File: config.mk
export PLATFORM = sky130hd
export DESIGN_NAME = uart_avm_responder
export DESIGN_NICKNAME = d
export VERILOG_FILES = /design/src/rtl/uart_avm_pkg.sv /design/src/rtl/uart_avm_responder_byte_fifo.sv /design/src/rtl/uart_avm_responder.sv
export SDC_FILE = /design/constraint.sdc
export NUM_CORES = 1
export LEC_CHECK = 0
export ABC_AREA = 1
export CAP_MARGIN = 20
export CORE_ASPECT_RATIO = 1.75
export CORE_UTILIZATION = 53
export CTS_CLUSTER_DIAMETER = 30
export CTS_CLUSTER_SIZE = 14
export DETAILED_ROUTE_END_ITERATION = 16
export MAX_ROUTING_LAYER = met4
export PLACE_DENSITY = 0.85
export SLEW_MARGIN = 20
export SYNTH_ARGS = -nofsm -noshare
export SYNTH_HDL_FRONTEND = slang
export SYNTH_HIERARCHICAL = 1
export SYNTH_SLANG_ARGS = --single-unit
File: constraint.sdc
create_clock -name avm_clk -period 4.58 [get_ports avm_clk]
set_clock_uncertainty 0.05 [all_clocks]
set_input_delay 0.916 -clock avm_clk [delete_from_list [all_inputs] [get_ports avm_clk]]
set_output_delay 0.916 -clock avm_clk [all_outputs]
set_load 0.1 [all_outputs]
File: src/rtl/uart_avm_pkg.sv
// Shared register map, status bit positions and access FSM states for the
// UART Avalon-MM responder.
package uart_avm_pkg;

  localparam logic [4:0] RX_ADDR     = 5'h00;
  localparam logic [4:0] TX_ADDR     = 5'h04;
  localparam logic [4:0] STATUS_ADDR = 5'h08;

  localparam int RX_OK_BIT   = 7;
  localparam int TX_OK_BIT   = 6;
  localparam int TX_DROP_BIT = 0;

  typedef enum logic [1:0] {
    S_IDLE,
    S_WAIT,
    S_ACK
  } state_t;

endpackage

File: src/rtl/uart_avm_responder_byte_fifo.sv
// Synchronous 8-bit FIFO with wrap-bit pointers; head shows the oldest entry.
module byte_fifo #(
  parameter int DEPTH = 4
) (
  input  logic       i_clk,
  input  logic       i_rst,
  input  logic       i_push,
  input  logic [7:0] i_data,
  input  logic       i_pop,
  output logic       o_full,
  output logic       o_empty,
  output logic [7:0] o_head
);

  localparam int AW = $clog2(DEPTH);

  logic [AW:0] r_wp;
  logic [AW:0] r_rp;
  logic [7:0]  r_mem [DEPTH];
  logic        w_do_push;
  logic        w_do_pop;

  assign o_empty   = (r_wp == r_rp);
  assign o_full    = (r_wp[AW] != r_rp[AW]) && (r_wp[AW-1:0] == r_rp[AW-1:0]);
  assign o_head    = r_mem[r_rp[AW-1:0]];
  assign w_do_push = i_push && !o_full;
  assign w_do_pop  = i_pop && !o_empty;

  // NOTE: sequential state uses non-blocking assignments so every register
  // samples pre-edge values regardless of block ordering.
  always_ff @(posedge i_clk or posedge i_rst) begin
    if (i_rst) begin
      r_wp <= '0;
      r_rp <= '0;
    end else begin
      if (w_do_push) r_wp <= r_wp + 1'b1;
      if (w_do_pop)  r_rp <= r_rp + 1'b1;
    end
  end

  // NOTE: storage is deliberately not reset; the pointers alone define which
  // entries are valid, so a flush only needs the pointers cleared.
  always_ff @(posedge i_clk) begin
    if (w_do_push) r_mem[r_wp[AW-1:0]] <= i_data;
  end

endmodule

File: src/rtl/uart_avm_responder.sv
// Avalon-MM model of the polled RS232 UART: RX FIFO, single-entry TX holding
// register, sticky TX_DROP, and a programmable waitrequest stretch.
module uart_avm_responder
  import uart_avm_pkg::*;
#(
  parameter int RX_DEPTH    = 4,
  parameter int WAIT_CYCLES = 1
) (
  input  logic        avm_clk,
  input  logic        avm_rst,
  input  logic [4:0]  avm_address,
  input  logic        avm_read,
  input  logic        avm_write,
  input  logic [31:0] avm_writedata,
  output logic [31:0] avm_readdata,
  output logic        avm_waitrequest,
  input  logic [7:0]  rx_data,
  input  logic        rx_valid,
  output logic        rx_ready,
  output logic [7:0]  tx_data,
  output logic        tx_valid,
  input  logic        tx_ready
);

  state_t      r_state;
  logic [3:0]  r_cnt;
  logic [4:0]  r_addr;
  logic        r_rd;
  logic        r_wr;
  logic [7:0]  r_wdata;
  logic        r_rx_hit;
  logic [31:0] r_readdata;
  logic [7:0]  r_tx_data;
  logic        r_tx_valid;
  logic        r_tx_drop;

  logic        w_full;
  logic        w_empty;
  logic [7:0]  w_head;
  logic        w_req;
  logic        w_go_ack;
  logic        w_ack;
  logic        w_tx_load;
  logic [31:0] w_rd_value;

  assign w_req    = avm_read || avm_write;
  assign w_go_ack = ((r_state == S_IDLE) && w_req && (WAIT_CYCLES == 0)) ||
                    ((r_state == S_WAIT) && w_req && (r_cnt == 4'd0));
  assign w_ack    = (r_state == S_ACK);

  assign avm_waitrequest = !w_ack;
  assign avm_readdata    = r_readdata;
  assign rx_ready        = !w_full;
  assign tx_data         = r_tx_data;
  assign tx_valid        = r_tx_valid;

  byte_fifo #(.DEPTH(RX_DEPTH)) u_rx_fifo (
    .i_clk   (avm_clk),
    .i_rst   (avm_rst),
    .i_push  (rx_valid && !w_full),
    .i_data  (rx_data),
    .i_pop   (w_ack && r_rx_hit),
    .o_full  (w_full),
    .o_empty (w_empty),
    .o_head  (w_head)
  );

  always_comb begin
    w_rd_value = '0;
    case (avm_address)
      RX_ADDR:     if (!w_empty) w_rd_value[7:0] = w_head;
      STATUS_ADDR: begin
        w_rd_value[RX_OK_BIT]   = !w_empty;
        w_rd_value[TX_OK_BIT]   = !r_tx_valid;
        w_rd_value[TX_DROP_BIT] = r_tx_drop;
      end
      default:     w_rd_value = '0;
    endcase
  end

  // Access FSM plus the snapshot of the request taken on entry to S_ACK.
  always_ff @(posedge avm_clk or posedge avm_rst) begin
    if (avm_rst) begin
      r_state    <= S_IDLE;
      r_cnt      <= '0;
      r_addr     <= '0;
      r_rd       <= 1'b0;
      r_wr       <= 1'b0;
      r_wdata    <= '0;
      r_rx_hit   <= 1'b0;
      r_readdata <= '0;
    end else begin
      case (r_state)
        S_IDLE: if (w_req) begin
          r_state <= (WAIT_CYCLES == 0) ? S_ACK : S_WAIT;
          r_cnt   <= 4'(WAIT_CYCLES - 1);
        end
        S_WAIT: begin
          if (!w_req)               r_state <= S_IDLE;
          else if (r_cnt == 4'd0)   r_state <= S_ACK;
          else                      r_cnt   <= r_cnt - 4'd1;
        end
        default: r_state <= S_IDLE;
      endcase

      if (w_go_ack) begin
        r_addr   <= avm_address;
        r_rd     <= avm_read;
        r_wr     <= avm_write && !avm_read;
        r_wdata  <= avm_writedata[7:0];
        // Pop only a byte that was actually returned, even if one arrives later.
        r_rx_hit <= avm_read && (avm_address == RX_ADDR) && !w_empty;
        if (avm_read) r_readdata <= w_rd_value;
      end
    end
  end

  assign w_tx_load = w_ack && r_wr && (r_addr == TX_ADDR);

  always_ff @(posedge avm_clk or posedge avm_rst) begin
    if (avm_rst) begin
      r_tx_data  <= '0;
      r_tx_valid <= 1'b0;
      r_tx_drop  <= 1'b0;
    end else begin
      if (w_tx_load) begin
        // A same-cycle handoff frees the register, so the new byte fits.
        if (r_tx_valid && !tx_ready) begin
          r_tx_drop <= 1'b1;
        end else begin
          r_tx_data  <= r_wdata;
          r_tx_valid <= 1'b1;
        end
      end else if (r_tx_valid && tx_ready) begin
        r_tx_valid <= 1'b0;
      end

      if (w_ack && r_rd && (r_addr == STATUS_ADDR)) r_tx_drop <= 1'b0;
    end
  end

endmodule

Word-level counts from Yosys, hierarchy flattened. Memories as Yosys holds them, arrays and structs flattened. Cells that the tools add are included.

Add/subtract/negate cells: 3. Equality and inequality tests: 13. Multiplexer cells: 20. Bitwise logic cells: 1. Reduce and logical (&&, ||, !) cells: 36.

Operators by type and width (number): logical AND 1 bit (16); two-way mux 4 bit (3); == test 5 x 4 -> 1 bit (second input constant) (2); AND reduction 2 bit (5); two-way mux 1 bit (8); two-way mux 8 bit (1); != test 2 bit (second input constant) (4); case mux 2 bit (2 select lines) (2); case mux 4 bit (2 select lines) (1); nonzero test 2 bit (4); adder 3 x 1 -> 3 bit (second input constant) (2); logical NOT 1 bit (6); two-way mux 2 bit (3); == test 5 x 3 -> 1 bit (second input constant) (1); logical NOT 5 bit (1); two-way mux 5 bit (1); logical NOT 4 bit (1); AND reduction 4 bit (1); subtractor 4 x 1 -> 4 bit (second input constant) (1); == test 3 bit (1); != test 3 x 2 -> 1 bit (second input constant) (1); == test 2 x 1 -> 1 bit (second input constant) (1); == test 2 bit (1); == test 2 bit (second input constant) (1); other kinds (5) (5).

Flip-flop bits (word level): 46. Memory bits (writable): 32. Bits of input ports: 51. Output and inout port bits: 43. Word-level logic and storage cells: 87. Memories: 1.

Memory list: u_rx_fifo.r_mem (words 4, width 8, read ports 1, clocked after Yosys merged registers in 0, wr ports 1, RTL line uart_avm_responder_byte_fifo.sv:19) `logic [7:0] r_mem [DEPTH];`.

Logic depth before layout (Yosys ltp). Gate-level depths: netlist (run 1).

Word-level depth: 7. Depth in mapped cells: 11. Depth with buffers taken out: 11.

Hierarchy. Netlist (run 1), hierarchy kept.

By module, submodules not included: uart_avm_responder (instances 1, cells an instance 256, area each 2110.8 µm², sequential area each 1001.0 µm²); byte_fifo (instances 1, cells an instance 139, area each 1662.8 µm², sequential area each 1111.1 µm²).

Worst setup path before layout (run 1). No wires, ideal clock.

Kind: reg2out. Start: register u_rx_fifo.r_rp[1]. End: output port rx_ready. Data arrival time: 1.416 ns. Setup slack: 2.198 ns. Cell stages (with the launch flop): 7. Cells stage by stage: dfrtp_1 -> buf_6 -> nand2_1 -> nand2_2 -> nand3_4 -> inv_1 -> inv_1.

Longest elaborated chain between the ends: 3.

Ends and longest elaborated chain: from (decl) (RTL line uart_avm_responder_byte_fifo.sv:18) `logic [AW:0] r_rp;`; from (signal assigned) (RTL line uart_avm_responder_byte_fifo.sv:37) `if (w_do_pop) r_rp <= r_rp + 1'b1;`; == test 2 bit (RTL line uart_avm_responder_byte_fifo.sv:24) `assign o_full = (r_wp[AW] != r_rp[AW]) && (r_wp[AW-1:0] == r_rp[AW-1:0]);`; logical AND 1 bit (RTL line uart_avm_responder_byte_fifo.sv:24); named net w_full (RTL line uart_avm_responder.sv:37) `logic w_full;`; logical NOT 1 bit (RTL line uart_avm_responder.sv:53) `assign rx_ready = !w_full;`; to (decl) (RTL line uart_avm_responder.sv:19) `output logic rx_ready,`.

The timed path passes the listed nets, and every way through them passes these cells.

Worst setup path in the final report (run 1). Same ends and word-level chain as after synthesis.

==> impl_metrics.ini, run 1 <==
[timing]
min_period_ns = 3.55
relSlewSlack_pct = 33.4
fin_crit_sh_pct = 77.5
tightest_slew_ns = 0.997
rsz0062_at_grt = false
fmax_ghz = 0.282
slew_violations = 0
setup_tns_ns = 0
finalSetupViolCount = 0
hold_viol = 0
finalWorstSetupSlack_ns = 1.03

[run]
max_cap_viol_count = 0

[detailed_routing]
drt-pass1-iter-count = 5
wl_per_cell_um = 13.2
via_count = 2625
drtIter0Drc = 159
drt-vias-per-instance = 4.94
drc_errors = 0
ant_nets = 0
finalWirelength_um = 7020

[power]
finalPower_uw = 2860
leakage_uw = 0.00211
powerDensity_nw_per_um2 = 640
max-vdd-ir-drop_mv = 0.332

[final_layout]
drive_above_1_share_pct = 12.8
finalNetCount = 499
diodes = 0
fillers = 543
synthToLayoutAreaGrowth_pct = 18.5

[die]
num_rows = 40
coreArea_sq_um = 6860
dieArea_sq_um = 7470
io_pins = 94
fp.dieH_um = 114
start_util_pct = 55.0
die_w_um = 65.8

[synth]
syn_area_sq_um = 3770
ys_types = 29
synth_area_leaders = dfrtp_1 (31%), edfxtp_1 (25%), nand2_1 (10%), buf_4 (5.4%), inv_1 (3.9%)
synth_top_area_cell = dfrtp_1
synthMuxAreaShare_pct = 0
synth-seq-cells = 78
synthArstFlopShare_pct = 59.0
avgSynthCellArea_sq_um = 9.55
ys_top_cells_by_count = nand2_1 (104), dfrtp_1 (46), inv_1 (39)
synthAdderAreaFrac_pct = 1.99
synth_edf_count = 32
yosysTopAreaCellShare_pct = 30.5
synth_compound_area_share_pct = 5.70
synth_top_family_by_area = simple AND/OR/NAND/NOR gates
yosysMostFrequentCell = nand2_1
synthSimpleGateAreaFrac_pct = 23.1
syn_inst = 395
synth_flop_cell = dfrtp_1
ys_warn_count = 6
seq_area_frac_synth_pct = 56.0
synth-xor-area-share_pct = 1.19

[placement]
port_buffers = 45
gp_congestion = 0.856
dpl_worst_slack_ns = 1.35
dp_hpwl_um = 5040

[global_route]
antenna_found_initial = 0
grtUsageTotal_pct = 21.3
grt_pass1_vias = 2620
grt_pass1_wl_um = 11400
grt_overflow_total = 0
grt_max_degree = 41

[worst_setup_path]
worstPathArrival_ns = 2.59
path_class = reg2out
cp-start-kind = register
path_common_cell = inv_1
crit_chain = inv_2 -> nand2_1 -> nand2_2 -> nand3_4 -> inv_1 -> inv_1 -> clkdlybuf4s50_1
critPathMaxFanout = 12
cpPeakStageDelay_ns = 1.12
end_kind = output port
crit_slowest_cell = clkdlybuf4s50_1
critPathRequiredTime_ns = 3.61

[outcome]
status = complete, no violations

[clock_tree]
clk_path_buf_depth = 2
cts_hold_buf = 0
cts-root-buf = clkbuf_16
clk_latency_ns = 0.33
htreeDepth = 3
cts.sinks = 78
post_cts_buffers = 0
post_cts_resized = 0
cts_tree = yes
numCtsBuffers = 9
clk_pin_slew_ns = 0.06

[worst_hold_path]
hold_class = reg2reg
==> placed cells by master, fill, tap and decap left out, drive strengths merged <==
master           n
nand3           18
a21oi            1
edfxtp          32
nand4           13
o22ai            8
ha               6
or2              1
dfrtp           46
o21ai           26
xor2             2
inv             47
conb            24
nor2            44
buf              2
xnor2            1
clkinvlp         2
clkdlybuf4s50   45
clkinv           1
nand2          114
o211ai           1
clkbuf          13
==> sequential cells by signal, summed over array words and instances (netlist names), 3 cells and up <==
signal	count
u_rx_fifo/r_mem	32
r_cnt	4
u_rx_fifo/r_wp	3
u_rx_fifo/r_rp	3
tx_data	8
r_addr	5
avm_readdata	8
r_wdata	8
==> power breakdown <==
group / switching [uW] / internal [uW] / total [uW]
clock: 269 / 445 / 714
combinational: 818 / 295 / 1110
sequential: 105 / 931 / 1040
==> layout make-up <==
class	count	area, sq um	share of cell area [%]
timing repair buffer	47	465	10.4
sequential	78	2110	47.2
multi-input combinational	259	1300	29.0
tap	84	105	2.35
inverter	47	176	3.94
clock buffer	13	292	6.52
clock inverter	3	23.8	0.531
==> final timing paths <==
kind	startpoint	to	slack (ns)	depth (start not counted)
worst min-delay path	r_wdata[2]	r_wdata[2]	0.42	2
worst max-delay path	u_rx_fifo/r_rp[1]	rx_ready	1.03	7
worst min register to register	r_wdata[2]	r_wdata[2]	0.42	2
min in group asynchronous	avm_rst	u_rx_fifo/r_rp[0]	0.78	2
max in group asynchronous	avm_rst	r_tx_drop	3.15	3
worst max register to register	u_rx_fifo/r_rp[1]	u_rx_fifo/r_mem[0][0]	2.05	8
==> worst max-delay path, delay by kind of cell, from the launching register on <==
| kind | cells | cell delay, ns |
|---|---|---|
| flops | 1 | 0.56 |
| buf+inv | 4 | 1.39 |
| simple gates | 3 | 0.30 |
==> per-stage QoR <==
stage	util, %	instance area, sq um	instances	hold WS, ns
2_1_floorplan	-	3860	418	0.392
3_3_place_gp	60.6	4160	515	0.403
3_5_place_dp	60.6	4160	515	0.412
4_1_cts	65.2	4470	531	0.426
5_1_grt	65.2	4470	531	0.447
6_report	65.2	4470	531	0.424
==> kinds of logic (layout without fill, tap and decap cells) <==
group	Yosys count	count (layout)
buffers and inverters	81	110
xor gates and xnor gates	3	3
and+or+nand+nor	190	190
AOI/OAI and AO/OA	36	36
DFF	78	78
other	1	24
adders and majority gates	6	6
==> metal layers <==
| metal | GRT usage [%] | share of wire [%] | vias to the layer above |
|---|---|---|---|
| met5 | - | 0 | - |
| met4 | 11.0 | 2.1 | 0 |
| met3 | 5.60 | 3.5 | 12 |
| met2 | 36.7 | 56 | 60 |
| met1 | 21.3 | 38 | 1242 |
| li1 | - | - | 1311 |
Note: power is estimated with default switching activity, not from simulation.
==> run 2, diff against run 1 <==
--- a/config.mk
+++ b/config.mk
@@ -8,12 +8,12 @@
 export ABC_AREA = 1
 export CAP_MARGIN = 20
 export CORE_ASPECT_RATIO = 1.75
-export CORE_UTILIZATION = 53
+export CORE_UTILIZATION = 45
 export CTS_CLUSTER_DIAMETER = 30
 export CTS_CLUSTER_SIZE = 14
 export DETAILED_ROUTE_END_ITERATION = 16
 export MAX_ROUTING_LAYER = met4
-export PLACE_DENSITY = 0.85
+export PLACE_DENSITY = 0.77
 export SLEW_MARGIN = 20
 export SYNTH_ARGS = -nofsm -noshare
 export SYNTH_HDL_FRONTEND = slang
==> constraint.sdc (replaced) <==
create_clock -name avm_clk -period 2.9 [get_ports avm_clk]
set_clock_uncertainty 0.05 [all_clocks]
set_input_delay 0.58 -clock avm_clk [delete_from_list [all_inputs] [get_ports avm_clk]]
set_output_delay 0.58 -clock avm_clk [all_outputs]
set_load 0.1 [all_outputs]
==> impl_metrics.ini, run 2 (same netlist as run 1, synthesis figures left out) <==
[outcome]
status = complete, but fails checks
violations = DRC

[global_route]
grt_pass1_wl_um = 11100
grtUsageTotal_pct = 17.4
antenna_found_initial = 0
grt_overflow_total = 0
grt_max_degree = 41
grt_pass1_vias = 2487

[clock_tree]
numCtsBuffers = 9
post_cts_buffers = 0
post_cts_resized = 0
cts.sinks = 78
clk_path_buf_depth = 2
cts-root-buf = clkbuf_16
cts_hold_buf = 0
cts_tree = yes
htreeDepth = 3
clk_latency_ns = 0.33
clk_pin_slew_ns = 0.06

[worst_setup_path]
crit_chain = inv_2 -> nand2_1 -> nand2_2 -> nand3_4 -> inv_1 -> inv_1 -> buf_12
critPathMaxFanout = 12
rr_worst_depth = 10
reg2reg_from = u_rx_fifo/r_rp[1]
r2r_slack_ns = 0.62
path_common_cell = inv_1
r2r-end = u_rx_fifo/r_mem[3][2]
end_kind = output port
cp-start-kind = register
worstPathArrival_ns = 1.68
crit_slowest_cell = dfrtp_1
path_class = reg2out
cpPeakStageDelay_ns = 0.55
critPathRequiredTime_ns = 2.27

[power]
powerDensity_nw_per_um2 = 993
leakage_uw = 0.00215
clkPwrFrac_pct = 22.7
p_comb_share_pct = 40.0
internal_power_uw = 2530
seq_power_share_pct = 37.3
max-vdd-ir-drop_mv = 0.608
switching_share_pct = 42.5
switchingPower_uw = 1870

[timing]
fin_crit_sh_pct = 79.7
slew_violations = 0
rsz0062_at_grt = false
hold_viol = 0
finalWorstSetupSlack_ns = 0.588
fin_hold_ws_ns = 0.419
setup_tns_ns = 0
fmax_ghz = 0.432
finalSetupViolCount = 0
min_period_ns = 2.31

[detailed_routing]
drt-pass1-iter-count = 10
via_count = 2648
finalWirelength_um = 6700
drt-vias-per-instance = 4.89
ant_nets = 0
drc_errors = 8
wl_per_cell_um = 12.4
drtIter0Drc = 214

[placement]
port_buffers = 45
dpl_worst_slack_ns = 0.580
gp_congestion = 0.806
dp_hpwl_um = 5030

[final_layout]
finalNetCount = 504
fillers = 694
layout_commonest_cell = nand2_1
synthToLayoutAreaGrowth_pct = 17.5
drive_above_1_share_pct = 17.5
largest_reg_flops = 32
mostFrequentLayoutCells = nand2_1 (104), dfrtp_1 (46), inv_1 (39)
diodes = 0

[die]
start_util_pct = 47.1
dieArea_sq_um = 8770
io_pins = 94
die_w_um = 71.2
fp.dieH_um = 123
coreArea_sq_um = 8020
num_rows = 43

[worst_hold_path]
hold_class = reg2reg
hold_end = r_rd
worstHoldStart = r_rd
hold-path-cell-count = 2

[run]
max_cap_viol_count = 0
==> run 2: area by class of cell <==
| cell class | instances | area (sq um) | share of cell area (%) |
|---|---|---|---|
| Sequential cell | 78 | 2110 | 47.6 |
| Multi-Input combinational cell | 259 | 1300 | 29.3 |
| Clock buffer | 10 | 229 | 5.16 |
| Tap cell | 90 | 113 | 2.54 |
| Inverter | 47 | 176 | 3.98 |
| Timing Repair Buffer | 52 | 468 | 10.6 |
| Clock inverter | 6 | 38.8 | 0.874 |
==> run 2: worst max-delay path: cells and delay by family (launching register included) <==
kind	cells	cell delay (ns)
and+or+nand+nor	3	0.30
buffers and inverters	4	0.49
DFF	1	0.55
==> run 2: how the worst max path moves through the flow <==
stage	from	endpoint	slack, ns
floorplan	u_rx_fifo/r_rp[1]	rx_ready	0.85
global placement	u_rx_fifo/r_rp[1]	u_rx_fifo/r_mem[3][1]	0.60
detailed placement	u_rx_fifo/r_rp[1]	u_rx_fifo/r_mem[3][1]	0.58
CTS	u_rx_fifo/r_rp[1]	rx_ready	0.55
global route	u_rx_fifo/r_rp[1]	u_rx_fifo/r_mem[3][2]	0.37
finish	u_rx_fifo/r_rp[1]	rx_ready	0.59
==> run 2: layer usage <==
metal	up-vias	wire, um	part of all wire (%)	track usage [%]
met5	-	0	0	-
met4	0	184	2.7	9.88
met3	16	271	4.0	4.48
met2	69	3740	56	30.7
met1	1234	2500	37	17.1
li1	1329	-	-	-
==> run 2: power groups by stage <==
stage / combinational (uW) / sequential [uW] / clock (uW)
final: 1760 / 1640 / 999
after global routing: 1920 / 1680 / 1060
after CTS: 1780 / 1640 / 1020
after detailed placement: 1780 / 1660 / 0
after global placement: 1740 / 1650 / 0
after floorplan: 1150 / 1960 / 0
==> run 2: through the flow <==
step                      cell area [sq um]  total power, uW  util [%]  instances
after floorplan                        3860             3100         -        418
final                                  4440             4400      55.3        542
after global placement                 4170             3390      52.0        526
after detailed placement               4170             3440      52.0        526
after CTS                              4440             4450      55.3        542
after global routing                   4440             4660      55.3        542
==> run 3, diff against run 2 <==
--- a/config.mk
+++ b/config.mk
@@ -8,12 +8,12 @@
 export ABC_AREA = 1
 export CAP_MARGIN = 20
 export CORE_ASPECT_RATIO = 1.75
-export CORE_UTILIZATION = 45
+export CORE_UTILIZATION = 49
 export CTS_CLUSTER_DIAMETER = 30
 export CTS_CLUSTER_SIZE = 14
 export DETAILED_ROUTE_END_ITERATION = 16
 export MAX_ROUTING_LAYER = met4
-export PLACE_DENSITY = 0.77
+export PLACE_DENSITY = 0.8
 export SLEW_MARGIN = 20
 export SYNTH_ARGS = -nofsm -noshare
 export SYNTH_HDL_FRONTEND = slang
==> constraint.sdc (replaced) <==
create_clock -name avm_clk -period 2.4 [get_ports avm_clk]
set_clock_uncertainty 0.05 [all_clocks]
set_input_delay 0.48 -clock avm_clk [delete_from_list [all_inputs] [get_ports avm_clk]]
set_output_delay 0.48 -clock avm_clk [all_outputs]
set_load 0.1 [all_outputs]
==> impl_metrics.ini, run 3 (same netlist as run 1, synthesis figures left out) <==
[outcome]
status = complete, no violations

[timing]
hold_viol = 0
relSlewSlack_pct = 66.3
tightest_slew_ns = 0.505
rsz0062_at_grt = false
min_period_ns = 2.22
fin_crit_sh_pct = 92.5
finalSetupViolCount = 0
setup_tns_ns = 0
slew_violations = 0
fmax_ghz = 0.450

[run]
max_cap_viol_count = 0

[power]
max-vdd-ir-drop_mv = 0.753
p_comb_share_pct = 38.7
leakage_uw = 0.00218
seq_power_share_pct = 35.8
switching_share_pct = 40.8
powerDensity_nw_per_um2 = 1230
clkPwrFrac_pct = 25.5
internal_power_uw = 3280
switchingPower_uw = 2260

[worst_setup_path]
path_common_cell = inv_1
crit_chain = inv_2 -> nand2_1 -> nand2_2 -> nand3_4 -> inv_1 -> inv_1 -> buf_12
end_kind = output port
rr_worst_depth = 10
critPathRequiredTime_ns = 1.87
path_class = reg2out
worstPathArrival_ns = 1.69
critPathMaxFanout = 12
cpPeakStageDelay_ns = 0.56
cp-start-kind = register
crit_slowest_cell = dfrtp_1
r2r_slack_ns = 0.30

[final_layout]
synthToLayoutAreaGrowth_pct = 18.9
drive_above_1_share_pct = 17.7
mostFrequentLayoutCells = nand2_1 (104), dfrtp_1 (46), inv_1 (39)
finalNetCount = 505
largest_reg_flops = 32
diodes = 0
layout_commonest_cell = nand2_1
final-instance-count-excl-fill = 541
fillers = 667
final_core_util_pct = 59.7

[clock_tree]
post_cts_resized = 0
numCtsBuffers = 9
htreeDepth = 3
clk_path_buf_depth = 2
clk_latency_ns = 0.33
post_cts_buffers = 0
clk_pin_slew_ns = 0.06
cts_hold_buf = 0
cts_tree = yes
cts-root-buf = clkbuf_16
cts.sinks = 78

[global_route]
grt_pass1_vias = 2550
grtUsageTotal_pct = 19.2
antenna_found_initial = 0
grt_pass1_wl_um = 11100
grt_max_degree = 41
grt_overflow_total = 0

[die]
num_rows = 42
fp.dieH_um = 118
start_util_pct = 50.2
die_w_um = 68.3
dieArea_sq_um = 8070
coreArea_sq_um = 7510
io_pins = 94

[placement]
gp_congestion = 0.849
place_inst = 525
port_buffers = 45
dp_hpwl_um = 5130

[worst_hold_path]
hold_class = in2async

[detailed_routing]
drc_errors = 0
finalWirelength_um = 6720
via_count = 2632
wl_per_cell_um = 12.4
drt-pass1-iter-count = 5
drtIter0Drc = 64
ant_nets = 0
drt-vias-per-instance = 4.87
-- run 3: critical path, delay by kind of cell (launching register included) --
family                 cells  cell delay (ns)
flip-flops                 1             0.56
buffers and inverters      4             0.50
AND/OR/NAND/NOR            3             0.30
-- run 3: area by class of cell --
class	instances	area, sq um	share of cell area (%)
Inverter	47	176	3.93
Sequential cell	78	2110	47.1
Timing Repair Buffer	53	475	10.6
Tap cell	88	110	2.45
Clock buffer	10	229	5.10
Multi-Input combinational cell	259	1300	28.9
Clock inverter	6	85.1	1.90
-- run 3: path summary, 6_finish.rpt --
| check | from | to |
|---|---|---|
| worst max-delay path | u_rx_fifo/r_rp[1] | rx_ready |
| worst min-delay path | avm_rst | u_rx_fifo/r_wp[2] |
| worst max register to register | u_rx_fifo/r_rp[1] | u_rx_fifo/r_mem[3][1] |
| worst min register to register | r_wdata[3] | r_wdata[3] |
| max in group asynchronous | avm_rst | r_cnt[3] |
| min in group avm_clk | r_wdata[3] | r_wdata[3] |
-- run 3: stage by stage --
step	setup WS [ns]	power (uW)	instance area [sq um]	hold slack (ns)
after CTS	0.142	5590	4490	0.352
after global placement	0.297	4090	4170	0.404
after floorplan	0.417	3750	3860	0.221
after global routing	0.0642	5860	4490	0.386
after detailed placement	0.295	4160	4170	0.414
final	0.180	5530	4490	0.355
-- run 3: power groups by stage --
stage	logic [uW]	clock network, uW	registers, uW
floorplan	1390	0	2360
global placement	2100	0	1990
detailed placement	2150	0	2010
CTS	2170	1430	1980
global route	2340	1500	2020
finish	2140	1410	1980
-- run 3: per-layer routing --
metal | up-vias | wire [um] | GRT usage [%]
met5 | - | 0 | -
met4 | 0 | 148 | 8.59
met3 | 16 | 216 | 3.68
met2 | 65 | 3890 | 33.7
met1 | 1226 | 2460 | 19.6
li1 | 1325 | - | -
